`src/rtl/sync_fifo_param_pkg.sv`:
```
// ---------------------------------------------------------------------------
// fifo_pkg
// Shared definitions for the parametrised synchronous FIFO:
//   DEF_DATA_WIDTH / DEF_DEPTH : default geometry used by the top and interface
//   addr_w()                   : index width for a given depth
//   fifo_status_t              : the registered level flags, kept as one word
//   STATUS_RESET               : flag values of an empty FIFO (reset / flush)
// ---------------------------------------------------------------------------
package fifo_pkg;

    localparam int DEF_DATA_WIDTH = 8;
    localparam int DEF_DEPTH      = 32;

    // Storage index width. The pointers carry one extra wrap bit on top.
    function automatic int addr_w(input int depth);
        return $clog2(depth);
    endfunction

    typedef struct packed {
        logic full;
        logic empty;
        logic almost_full;
        logic almost_empty;
    } fifo_status_t;

    // An empty FIFO is always almost_empty (AE_THRESH >= 0) and never
    // almost_full (AF_THRESH >= 1), so this holds for every legal threshold.
    localparam fifo_status_t STATUS_RESET = '{
        full:         1'b0,
        empty:        1'b1,
        almost_full:  1'b0,
        almost_empty: 1'b1
    };

endpackage

```
`src/rtl/sync_fifo_param_if.sv`:
```
// ---------------------------------------------------------------------------
// sync_fifo_param_if
// Producer/consumer bundle of the synchronous FIFO. Clock and reset are kept
// outside the bundle as plain ports.
//   master : the side driving flush/wr_en/data_in/rd_en (producer + consumer)
//   slave  : the FIFO itself
// Signals:
//   flush         sync clear of contents, pointers and flags
//   wr_en/data_in write request and data
//   rd_en         read request (FWFT: pop)
//   data_out      read data, rd_valid marks it as valid
//   full/empty/almost_full/almost_empty/count   occupancy status
//   overflow/underflow                          sticky error flags
// ---------------------------------------------------------------------------
interface sync_fifo_param_if
    import fifo_pkg::*;
#(
    parameter int DATA_WIDTH = DEF_DATA_WIDTH,
    parameter int DEPTH      = DEF_DEPTH
);

    localparam int ADDR_W = addr_w(DEPTH);

    logic                  flush;
    logic                  wr_en;
    logic [DATA_WIDTH-1:0] data_in;
    logic                  rd_en;
    logic [DATA_WIDTH-1:0] data_out;
    logic                  rd_valid;
    logic                  full;
    logic                  empty;
    logic                  almost_full;
    logic                  almost_empty;
    logic [ADDR_W:0]       count;
    logic                  overflow;
    logic                  underflow;

    modport master (
        output flush, wr_en, data_in, rd_en,
        input  data_out, rd_valid, full, empty, almost_full, almost_empty,
               count, overflow, underflow
    );

    modport slave (
        input  flush, wr_en, data_in, rd_en,
        output data_out, rd_valid, full, empty, almost_full, almost_empty,
               count, overflow, underflow
    );

endinterface

```
`src/rtl/sync_fifo_param_mem.sv`:
```
// ---------------------------------------------------------------------------
// fifo_mem
// Simple dual-port storage array for the FIFO: one synchronous write port,
// one asynchronous read port. DATA_WIDTH x DEPTH.
//   clk      write clock
//   we_i     write enable
//   waddr_i  write index
//   wdata_i  write data
//   raddr_i  read index
//   rdata_o  read data (combinational from raddr_i)
// ---------------------------------------------------------------------------
module fifo_mem #(
    parameter int DATA_WIDTH = 8,
    parameter int DEPTH      = 32,
    parameter int ADDR_W     = $clog2(DEPTH)
) (
    input  logic                  clk,
    input  logic                  we_i,
    input  logic [ADDR_W-1:0]     waddr_i,
    input  logic [DATA_WIDTH-1:0] wdata_i,
    input  logic [ADDR_W-1:0]     raddr_i,
    output logic [DATA_WIDTH-1:0] rdata_o
);

    logic [DATA_WIDTH-1:0] mem_q [DEPTH];

    // NOTE: the array has no reset on purpose. Validity is tracked entirely by
    // the pointers in the top level, and a reset here would prevent mapping
    // onto RAM macros / distributed RAM.
    always_ff @(posedge clk) begin
        if (we_i) begin
            mem_q[waddr_i] <= wdata_i;
        end
    end

    assign rdata_o = mem_q[raddr_i];

endmodule

```
`src/rtl/sync_fifo_param.sv`:
```
// ---------------------------------------------------------------------------
// sync_fifo_param
// Parametrised single-clock FIFO with occupancy count, almost-full/empty
// thresholds, sticky overflow/underflow, synchronous flush and an optional
// first-word-fall-through read side.
//   clk   rising-edge clock
//   rst   asynchronous, active-low reset
//   bus   sync_fifo_param_if.slave (handshake, data and status)
// Parameters:
//   DATA_WIDTH, DEPTH (power of 2, >= 4)
//   AF_THRESH  almost_full  when count >= AF_THRESH (1..DEPTH)
//   AE_THRESH  almost_empty when count <= AE_THRESH (0..DEPTH-1)
//   FWFT       0: data_out loaded one cycle after an accepted read
//              1: data_out always shows the head word while non-empty
// Every output is driven straight from a flop.
// ---------------------------------------------------------------------------
module sync_fifo_param
    import fifo_pkg::*;
#(
    parameter int DATA_WIDTH = DEF_DATA_WIDTH,
    parameter int DEPTH      = DEF_DEPTH,
    parameter int AF_THRESH  = 28,
    parameter int AE_THRESH  = 4,
    parameter int FWFT       = 0
) (
    input  logic                  clk,
    input  logic                  rst,
    sync_fifo_param_if.slave      bus
);

    localparam int ADDR_W = addr_w(DEPTH);

    // Pointers and count share the ADDR_W+1 width: the MSB of a pointer is
    // its wrap bit, and count spans 0..DEPTH inclusive.
    typedef logic [ADDR_W:0] ptr_t;

    localparam ptr_t PTR_ONE  = ptr_t'(1);
    localparam ptr_t AF_LEVEL = ptr_t'(AF_THRESH);
    localparam ptr_t AE_LEVEL = ptr_t'(AE_THRESH);

    ptr_t                  wr_ptr_q, wr_ptr_d;
    ptr_t                  rd_ptr_q, rd_ptr_d;
    ptr_t                  count_q, count_d;
    fifo_status_t          status_q, status_d;
    logic [DATA_WIDTH-1:0] data_out_q, data_out_d;
    logic                  rd_valid_q, rd_valid_d;
    logic                  overflow_q, overflow_d;
    logic                  underflow_q, underflow_d;

    logic                  wr_accept;
    logic                  rd_accept;
    logic [ADDR_W-1:0]     rd_addr;
    logic [DATA_WIDTH-1:0] mem_rdata;
    logic [DATA_WIDTH-1:0] head_word;

    // Gating uses this cycle's registered flags only: a write while full is
    // dropped even if a read frees a slot in the same cycle, and vice versa.
    assign wr_accept = bus.wr_en && !status_q.full;
    assign rd_accept = bus.rd_en && !status_q.empty;

    // Registered read reads the current head; FWFT preloads the head that
    // will be current after this cycle's pop.
    assign rd_addr = (FWFT != 0) ? rd_ptr_d[ADDR_W-1:0] : rd_ptr_q[ADDR_W-1:0];

    fifo_mem #(
        .DATA_WIDTH (DATA_WIDTH),
        .DEPTH      (DEPTH),
        .ADDR_W     (ADDR_W)
    ) u_mem (
        .clk     (clk),
        .we_i    (wr_accept && !bus.flush),
        .waddr_i (wr_ptr_q[ADDR_W-1:0]),
        .wdata_i (bus.data_in),
        .raddr_i (rd_addr),
        .rdata_o (mem_rdata)
    );

    // The slot being written this cycle is not in the array yet. In FWFT mode
    // the next head can be exactly that slot (write into an empty FIFO, or a
    // pop leaving only the incoming word), so forward the write data.
    // In registered mode an accepted read never targets the slot being
    // written: that would need the FIFO to be full, which blocks the write.
    assign head_word = ((FWFT != 0) && wr_accept && (rd_addr == wr_ptr_q[ADDR_W-1:0]))
                     ? bus.data_in : mem_rdata;

    // NOTE: every variable assigned here gets a default at the top of the
    // block, so no path leaves one unassigned and no latch is inferred.
    always_comb begin
        wr_ptr_d    = wr_ptr_q;
        rd_ptr_d    = rd_ptr_q;
        count_d     = count_q;
        overflow_d  = overflow_q  || (bus.wr_en && status_q.full);
        underflow_d = underflow_q || (bus.rd_en && status_q.empty);

        if (wr_accept) begin
            wr_ptr_d = wr_ptr_q + PTR_ONE;
        end
        if (rd_accept) begin
            rd_ptr_d = rd_ptr_q + PTR_ONE;
        end

        unique case ({wr_accept, rd_accept})
            2'b10:   count_d = count_q + PTR_ONE;
            2'b01:   count_d = count_q - PTR_ONE;
            default: count_d = count_q;
        endcase

        status_d.empty        = (wr_ptr_d == rd_ptr_d);
        status_d.full         = (wr_ptr_d[ADDR_W-1:0] == rd_ptr_d[ADDR_W-1:0]) &&
                                (wr_ptr_d[ADDR_W] != rd_ptr_d[ADDR_W]);
        status_d.almost_full  = (count_d >= AF_LEVEL);
        status_d.almost_empty = (count_d <= AE_LEVEL);

        if (FWFT != 0) begin
            rd_valid_d = !status_d.empty;
            data_out_d = status_d.empty ? data_out_q : head_word;
        end else begin
            rd_valid_d = rd_accept;
            data_out_d = rd_accept ? head_word : data_out_q;
        end

        // Flush lands in the reset state and overrides any same-cycle access.
        if (bus.flush) begin
            wr_ptr_d    = '0;
            rd_ptr_d    = '0;
            count_d     = '0;
            status_d    = STATUS_RESET;
            data_out_d  = '0;
            rd_valid_d  = 1'b0;
            overflow_d  = 1'b0;
            underflow_d = 1'b0;
        end
    end

    // NOTE: state registers use non-blocking assignments so every flop samples
    // the pre-edge values, independent of statement or process order.
    always_ff @(posedge clk or negedge rst) begin
        if (!rst) begin
            wr_ptr_q    <= '0;
            rd_ptr_q    <= '0;
            count_q     <= '0;
            status_q    <= STATUS_RESET;
            data_out_q  <= '0;
            rd_valid_q  <= 1'b0;
            overflow_q  <= 1'b0;
            underflow_q <= 1'b0;
        end else begin
            wr_ptr_q    <= wr_ptr_d;
            rd_ptr_q    <= rd_ptr_d;
            count_q     <= count_d;
            status_q    <= status_d;
            data_out_q  <= data_out_d;
            rd_valid_q  <= rd_valid_d;
            overflow_q  <= overflow_d;
            underflow_q <= underflow_d;
        end
    end

    assign bus.data_out     = data_out_q;
    assign bus.rd_valid     = rd_valid_q;
    assign bus.full         = status_q.full;
    assign bus.empty        = status_q.empty;
    assign bus.almost_full  = status_q.almost_full;
    assign bus.almost_empty = status_q.almost_empty;
    assign bus.count        = count_q;
    assign bus.overflow     = overflow_q;
    assign bus.underflow    = underflow_q;

endmodule

```
`src/flat_wrapper.sv`:
```
// flat-port wrapper written by rule: the top's interface ports become plain ports
module sync_fifo_param_flat import fifo_pkg::*;
#(
    parameter int DATA_WIDTH = DEF_DATA_WIDTH,
    parameter int DEPTH      = DEF_DEPTH,
    parameter int AF_THRESH  = 28,
    parameter int AE_THRESH  = 4,
    parameter int FWFT       = 0
)
  (clk, rst, bus_flush, bus_wr_en, bus_data_in, bus_rd_en, bus_data_out, bus_rd_valid, bus_full, bus_empty, bus_almost_full, bus_almost_empty, bus_count, bus_overflow, bus_underflow);
  sync_fifo_param_if #(.DATA_WIDTH(DATA_WIDTH), .DEPTH(DEPTH)) bus_i ();
  input  logic clk;
  input  logic rst;
  input wire logic [$bits(bus_i.flush)-1:0] bus_flush;
  input wire logic [$bits(bus_i.wr_en)-1:0] bus_wr_en;
  input wire logic [$bits(bus_i.data_in)-1:0] bus_data_in;
  input wire logic [$bits(bus_i.rd_en)-1:0] bus_rd_en;
  output wire logic [$bits(bus_i.data_out)-1:0] bus_data_out;
  output wire logic [$bits(bus_i.rd_valid)-1:0] bus_rd_valid;
  output wire logic [$bits(bus_i.full)-1:0] bus_full;
  output wire logic [$bits(bus_i.empty)-1:0] bus_empty;
  output wire logic [$bits(bus_i.almost_full)-1:0] bus_almost_full;
  output wire logic [$bits(bus_i.almost_empty)-1:0] bus_almost_empty;
  output wire logic [$bits(bus_i.count)-1:0] bus_count;
  output wire logic [$bits(bus_i.overflow)-1:0] bus_overflow;
  output wire logic [$bits(bus_i.underflow)-1:0] bus_underflow;
  assign bus_i.flush = bus_flush;
  assign bus_i.wr_en = bus_wr_en;
  assign bus_i.data_in = bus_data_in;
  assign bus_i.rd_en = bus_rd_en;
  assign bus_data_out = bus_i.data_out;
  assign bus_rd_valid = bus_i.rd_valid;
  assign bus_full = bus_i.full;
  assign bus_empty = bus_i.empty;
  assign bus_almost_full = bus_i.almost_full;
  assign bus_almost_empty = bus_i.almost_empty;
  assign bus_count = bus_i.count;
  assign bus_overflow = bus_i.overflow;
  assign bus_underflow = bus_i.underflow;
  sync_fifo_param #(.DATA_WIDTH(DATA_WIDTH), .DEPTH(DEPTH), .AF_THRESH(AF_THRESH), .AE_THRESH(AE_THRESH), .FWFT(FWFT)) u_core (.clk(clk), .rst(rst), .bus(bus_i));
endmodule
```
`config.mk`:
```
export PLATFORM = sky130hd
export DESIGN_NAME = sync_fifo_param_flat
export DESIGN_NICKNAME = d
export VERILOG_FILES = /design/src/rtl/sync_fifo_param_pkg.sv /design/src/rtl/sync_fifo_param_if.sv /design/src/rtl/sync_fifo_param_mem.sv /design/src/rtl/sync_fifo_param.sv /design/src/flat_wrapper.sv
export SDC_FILE = /design/constraint.sdc
export NUM_CORES = 1
export LEC_CHECK = 0
export ABC_AREA = 1
export BUFFER_PORTS_ARGS = -buffer_cell sky130_fd_sc_hd__buf_4
export CORE_MARGIN = 5
export CORE_UTILIZATION = 45
export CTS_CLUSTER_SIZE = 28
export DETAILED_ROUTE_END_ITERATION = 7
export SYNTH_ARGS = -nofsm -noshare
export SYNTH_HDL_FRONTEND = slang
export SYNTH_SLANG_ARGS = --single-unit
```
`constraint.sdc`:
```
create_clock -name clk -period 1.99 [get_ports clk]
set_input_delay 0.2985 -clock clk [delete_from_list [all_inputs] [get_ports clk]]
set_output_delay 0.2985 -clock clk [all_outputs]
set_load 0.05 [all_outputs]
```
==> results of run 1 <==
cells in the final DEF, fill, tap and decap left out, types with 6 or more instances in the layout:
master,Yosys,routed
nand2_2,2,8
clkinv_1,1,8
o21ai_1,16,18
o22ai_1,21,21
xor2_1,16,16
dfrtp_1,31,28
inv_1,36,33
a21oi_1,18,17
buf_4,8,94
o21ai_0,102,100
nor2_2,2,7
inv_2,4,6
nor2_1,190,183
edfxtp_1,256,256
nand2_1,158,151
o221ai_1,16,16
buf_12,0,9
o211ai_1,16,16
nand3_1,75,71
clkbuf_16,0,31
timing repair:
| item | CTS | global route |
|---|---|---|
| hold buffers | 4 | 0 |
| gates cloned | 0 | 0 |
| setup buffers | 2 | 2 |
| endpoints found under the setup margin | 1 | 67 |
| pin swaps | 1 | 12 |
| hold endpoints to repair | 38 | 0 |
| gates resized for setup | 4 | 24 |
logic make-up (layout without fill, tap and decap cells):
logic type | count (synthesis) | count (layout)
AND/OR/NAND/NOR | 436 | 436
flip-flops | 289 | 289
AO/OA/AOI/OAI | 189 | 189
buffers and inverters | 97 | 211
XOR/XNOR | 22 | 22
adder cells (fa/ha/maj) | 8 | 8
multiplexers | 1 | 1
metal layers:
layer / global-route usage [%] / up-vias / share of wire, %
met5: 0 / - / 0
met4: 4.75 / 0 / 2.2
met3: 2.48 / 45 / 4.9
met2: 31.4 / 228 / 49
met1: 26.8 / 3859 / 44
li1: - / 3860 / -
power groups by stage:
stage	Sequential, W	Clock [W]	Combinational (W)
6_report	0.00682	0.00589	0.00216
5_1_grt	0.00683	0.00626	0.00236
2_1_floorplan	0.00711	0	0.00111
4_1_cts	0.00682	0.00600	0.00208
3_3_place_gp	0.00694	0	0.00202
3_5_place_dp	0.00694	0	0.00204
area by class of cell:
cell class	count	area [µm²]
flip-flops and latches	289	8530
fillers	2253	12300
clock buffers	35	791
repair buffers	112	982
well taps	341	427
multi-input cells	656	3260
inverters	42	163
clock inverters	22	262
metrics by stage:
| step | power (W) | TNS (ns) | util, % | setup slack (ns) |
|---|---|---|---|---|
| after detailed placement | 0.00898 | -0.00902 | 49.4 | -0.00902 |
| after floorplan | 0.00822 | -0.314 | - | -0.182 |
| final | 0.0149 | 0 | 53.9 | 0.000771 |
| after CTS | 0.0149 | 0 | 53.6 | 0.000455 |
| after global routing | 0.0154 | -0.316 | 53.9 | -0.127 |
| after global placement | 0.00896 | -0.00437 | 49.4 | -0.00437 |
registers in the layout (all words and copies together) (netlist names), 6 cells and up:
signal	count
u_core.bus.count	6
u_core.bus.data_out	8
u_core.u_mem.mem_q	256
u_core.wr_ptr_q	6
u_core.rd_ptr_q	6
how the worst max path moves through the flow:
stage | startpoint | endpoint | slack, ns | depth (start not counted)
global route | u_core.bus.empty | u_core.bus.almost_empty | -0.13 | 16
global placement | u_core.bus.empty | u_core.bus.almost_empty | -0.004 | 13
CTS | u_core.bus.empty | u_core.bus.almost_empty | 0.0005 | 10
floorplan | u_core.bus.empty | u_core.bus.almost_empty | -0.18 | 14
finish | u_core.bus.empty | u_core.bus.almost_empty | 0.0008 | 10
detailed placement | u_core.bus.empty | u_core.bus.almost_empty | -0.009 | 13
worst max-delay path, cell delays in order (launching register included):
cell	delay (ns)
dfstp_4	0.63
nor2_4	0.04
buf_4	0.16
ha_2	0.39
mux2i_2	0.25
nand2_1	0.08
nand3_1	0.10
nand3_2	0.07
nor2_2	0.08
nor2_1	0.04
nor2_1	0.08
==> run_results.csv, run 1 <==
group,metric,value,unit
cts,cts_buffer_depth,3,
placed_design,gp_congestion,0.817,
yosys,synthXorXnorAreaFrac,1.59,%
route,wl_per_cell,19.4,µm
route,dr_total_vias,7992,
yosys,synth_common_cells,"edfxtp_1 (256), nor2_1 (190), nand2_1 (158)",
yosys,synth_simple_gate_area_share,14.6,%
die,io_pins,34,
cts,clk_root_buffer_cell,"clkbuf_16",
route,via_per_inst,5.34,
placed_design,dp.cells,1432,
power,power.density,1030,mW/mm²
die,fp.dieW,174,µm
sta,slew_viol_final,0,
yosys,muxShareOfSynthArea,0.0825,%
yosys,yosysTopAreaCell,"edfxtp_1",
yosys,synth_cells,1042,
run,max_cap_viol_count,0,
yosys,ys_warn_count,0,
hold_path,min_from,"bus_data_in[5]",
yosys,synth_top_area_share,63.4,%
setup_path,rrSetupSlack,0.0008,ns
hold_path,hold_path_class,"input pin to flip-flop",
route,drt_iter0_drc,881,
power,p_int,0.0110,W
setup_path,r2r_cells,10,
cells_and_area,final_area,0.0144,mm²
yosys,yosysMostFrequentCell,"edfxtp_1",
setup_path,crit_path_end_kind,"flip-flop",
power,pwr-share-clk,39.6,%
setup_path,path_class,"flip-flop to flip-flop",
setup_path,cp.required,2.48,ns
yosys,synth.distinct_cells,31,
yosys,synth_area_leaders,"edfxtp_1 (63%), dfrtp_1 (6.4%), nor2_1 (5.9%), nand2_1 (4.9%), o21ai_0 (4.2%)",
power,p_sw,0.00389,W
global_route,grtUsageTotal,18.9,%
route,ant_nets,0,
global_route,grt_pass1_wl,45.1,mm
route,route.detailed.drc,0,
yosys,netlist_area,0.0121,mm²
sta,finalCriticalPeriod,1.99,ns
cells_and_area,diodes,0,
power,seqPwrFrac,45.9,%
sta,slew_headroom,46.2,%
global_route,grt_max_degree,57,
cts,path_clk_slew,0.06,ns
cells_and_area,layout-drive-gt1-share,17.0,%
yosys,synth_edf_count,256,
setup_path,worst_ep_arrival_time,2.48,ns
cells_and_area,nNetsFinal,1153,
sta,hold_violations,0,
die,row_count,60,
yosys,yosys.area_share.adder,0.825,%
cts,cts_buffers,31,
placed_design,hpwl,17.9,mm
route,wl,29.1,mm
hold_path,whs_path_depth,1,
setup_path,cp_max_fo,8,
cells_and_area,areaGrowthSynthToFinish,18.8,%
yosys,syn_nets,1063,
global_route,first_global_vias,7782,
power,combPwrFrac,14.5,%
yosys,synth.ff_latch_count,289,
placed_design,dpl-instance-area,0.0132,mm²
die,die_area,0.0303,mm²
cts,insertion_delay,0.56,ns
cts,cts_max_level,1,
setup_path,timing.rr.end,"u_core.bus.almost_empty",
die,die_y,174,µm
cts,cts_tree,"built",
sta,finalCritPeriodShare,100,%
global_route,grt-ovfl-total,0,
die,initial_core_util,45.4,%
placed_design,portBuffers,33,
sta,tightest_slew,0.803,ns
yosys,async_flop_share,11.4,%
route,drtPass1Iterations,5,
sta,hold-worst-slack,0.178,ns
sta,skew,0.0174,ns
global_route,antenna_found_initial,0,
die,core,0.0267,mm²
power,vdd_drop_max,556,µV
yosys,synth_top_family_by_area,"simple AND/OR/NAND/NOR gates",
yosys,synth_seq_area_share,70.2,%
sta,final-setup-viol-count,0,
setup_path,worstReg2RegStart,"u_core.bus.empty",
yosys,synth-compound-area-share,8.84,%
cells_and_area,final_cells,1497,
cts,numClockSinks,289,
power,p_sw_share,26.1,%
setup_path,crit_path_start_kind,"flip-flop",
yosys,synth_ff_type,"edfxtp_1",
outcome,status,"finished clean",
yosys,avgSynthCellArea,11.6,µm²
power,cellLeakagePower,5.31,nW
sta,fmax,503,MHz
sta,rsz0062_at_grt,"yes",
hold_path,min_to,"u_core.u_mem.mem_q[19][5]",
Note: power is estimated with default switching activity, not from simulation.
==> inputs of run 2 (changes only) <==
--- a/config.mk
+++ b/config.mk
@@ -11,6 +11,7 @@
 export CORE_UTILIZATION = 45
 export CTS_CLUSTER_SIZE = 28
 export DETAILED_ROUTE_END_ITERATION = 7
+export REMOVE_ABC_BUFFERS = 1
 export SYNTH_ARGS = -nofsm -noshare
 export SYNTH_HDL_FRONTEND = slang
 export SYNTH_SLANG_ARGS = --single-unit
==> run 2 against run 1 <==
Against the previous run:
- maximum frequency grew 2.0%
- clock skew shrank 0.00085 ns
- core utilization shrank 0.52 points
- via count grew 1.7%
- clock power shrank 7.0%
- critical path depth grew 6
- worst hold slack lost 0.15 ns
- sequential share of layout area grew 0.54 points
- non-clock buffer count grew 2
- cell count is essentially flat
- register-to-register slack gained 0.04 ns
- critical path type unchanged
- largest power group unchanged
==> run_results.csv, run 2 (synthesis gave the netlist of run 1 again) <==
group,metric,value,unit
power,vdd_drop_max,685,µV
power,pwr-share-clk,38.1,%
cts,cts_max_level,1,
power,p_sw_share,25.8,%
die,core,0.0267,mm²
route,drt_iter0_drc,770,
global_route,gr-usage-met1,26.7,%
cells_and_area,layout-drive-gt1-share,16.8,%
die,io_pins,34,
sta,fin_setup_tns,0,ns
route,route.detailed.drc,0,
cts,numClockSinks,289,
sta,rsz0062_at_grt,"yes",
cts,cts_tree,"built",
global_route,grtUsageTotal,19.0,%
sta,hold-worst-slack,0.0244,ns
sta,finalCriticalPeriod,1.95,ns
power,p_total,0.0144,W
outcome,status,"finished clean",
route,ant_nets,0,
cells_and_area,most-common-layout-cells,"edfxtp_1 (256), nor2_1 (184), nand2_1 (151)",
sta,skew,0.0165,ns
die,initial_core_util,45.4,%
global_route,use_met3,3.07,%
global_route,grt_pass1_wl,45.4,mm
sta,fmax,513,MHz
global_route,grt-ovfl-total,0,
global_route,use_met2,31.4,%
route,wl,29.5,mm
sta,slew_headroom,41.8,%
route,dr_total_vias,8127,
setup_path,crit_path_start_kind,"flip-flop",
setup_path,path_class,"flip-flop to flip-flop",
cells_and_area,diodes,0,
setup_path,cp_max_fo,3,
power,power.density,1010,mW/mm²
power,p_int,0.0106,W
sta,tightest_slew,0.870,ns
sta,final-setup-viol-count,0,
cts,path_clk_slew,0.06,ns
hold_path,hold_path_class,"input pin to flip-flop",
power,p_sw,0.00371,W
power,cellLeakagePower,5.27,nW
cells_and_area,top_register,"u_core.u_mem.mem_q",
setup_path,crit_path_end_kind,"flip-flop",
global_route,grt_max_degree,38,
setup_path,cp.required,2.47,ns
power,combPwrFrac,14.4,%
die,die_area,0.0303,mm²
die,die_y,174,µm
cts,clk_root_buffer_cell,"clkbuf_16",
cts,cts_buffers,30,
cells_and_area,areaGrowthSynthToFinish,17.7,%
global_route,first_global_vias,7975,
cells_and_area,final_common_cell,"edfxtp_1",
placed_design,hpwl,18.1,mm
global_route,busiest_layer,"met2",
die,fp.dieW,174,µm
sta,hold_violations,0,
cts,cts_buffer_depth,3,
run,max_cap_viol_count,0,
route,via_per_inst,5.43,
sta,slew_viol_final,0,
sta,finalCritPeriodShare,98.0,%
route,wl_per_cell,19.7,µm
route,drtPass1Iterations,5,
setup_path,worst_ep_arrival_time,2.43,ns
global_route,antenna_found_initial,0,
cells_and_area,largest_register_ffs,256,
power,seqPwrFrac,47.4,%
cells_and_area,nNetsFinal,1154,
placed_design,gp_congestion,0.818,
die,row_count,60,
placed_design,portBuffers,33,
cts,insertion_delay,0.54,ns
==> run 2: cell types whose count changed in the layout (fill, tap and decap cells not counted), moves of 2 or more <==
cell,before,now
buf_12,9,6
buf_4,94,104
buf_6,5,2
bufinv_16,5,3
clkbuf_1,4,7
clkinv_2,1,6
clkinvlp_4,3,1
dlygate4sd3_1,4,1
inv_6,3,0
inv_8,2,0
o21ai_1,18,16
==> run 2: area by class of cell <==
| cell class | count | area [µm²] |
|---|---|---|
| Clock buffer | 39 | 816 |
| Clock inverter | 17 | 159 |
| Fill cell | 2314 | 12500 |
| Inverter | 42 | 160 |
| Multi-Input combinational cell | 656 | 3250 |
| Sequential cell | 289 | 8520 |
| Tap cell | 341 | 427 |
| Timing Repair Buffer | 114 | 941 |
==> run 2: metrics by stage <==
stage | worst slack, ns | utilization [%] | instances | cell area [µm²]
after floorplan | -1.92 | - | 987 | 11800
after CTS | 0.0117 | 52.9 | 1495 | 14100
after global routing | -0.0984 | 53.4 | 1498 | 14300
final | 0.0392 | 53.4 | 1498 | 14300
after detailed placement | -0.0295 | 49.2 | 1438 | 13200
after global placement | -0.00194 | 49.2 | 1438 | 13200
==> run 2: metal layers <==
layer	vias to the layer above	wire length [µm]	part of all wire (%)
met2	255	14200	48
li1	3860	-	-
met3	38	1890	6.4
met5	-	0	0
met4	0	667	2.3
met1	3974	12800	43
==> run 2: power by group through the flow <==
| stage | logic (W) | registers [W] | clock network, W |
|---|---|---|---|
| 5_1_grt | 0.00228 | 0.00682 | 0.00587 |
| 6_report | 0.00207 | 0.00681 | 0.00548 |
| 3_5_place_dp | 0.00199 | 0.00693 | 0 |
| 3_3_place_gp | 0.00198 | 0.00693 | 0 |
| 2_1_floorplan | 0.000860 | 0.00721 | 0 |
| 4_1_cts | 0.00200 | 0.00681 | 0.00557 |
==> run 2: critical path, stage by stage (launching register included) <==
cell	delay, ns
dfstp_2	0.56
nor2_4	0.05
ha_4	0.18
nand2_2	0.07
inv_2	0.05
nor2_4	0.14
ha_4	0.13
inv_1	0.05
nand2_2	0.08
nand3_2	0.09
nand2_1	0.08
nand2_1	0.06
nand3_2	0.07
nand2_2	0.06
nor2_1	0.09
nor2_1	0.04
nor2_1	0.11
==> run 2: worst paths after layout <==
kind / depth (start not counted) / end / start / slack, ns
min in group asynchronous: 2 / u_core.bus.count[5] / rst / 0.27
max: 16 / u_core.bus.almost_empty / u_core.bus.empty / 0.04
max in group asynchronous: 2 / u_core.rd_ptr_q[0] / rst / 1.33
min reg2reg: 2 / u_core.bus.data_out[7] / u_core.bus.data_out[7] / 0.49
max reg2reg: 16 / u_core.bus.almost_empty / u_core.bus.empty / 0.04
min: 2 / u_core.wr_ptr_q[4] / bus_flush / 0.02
==> run 2: repair_timing <==
item / CTS / global route
resized for setup: 1 / 30
endpoints found under the hold margin: 31 / 0
setup buffers: 0 / 4
hold buffers: 1 / 0
endpoints found under the setup margin: 1 / 10
pin swaps: 0 / 12
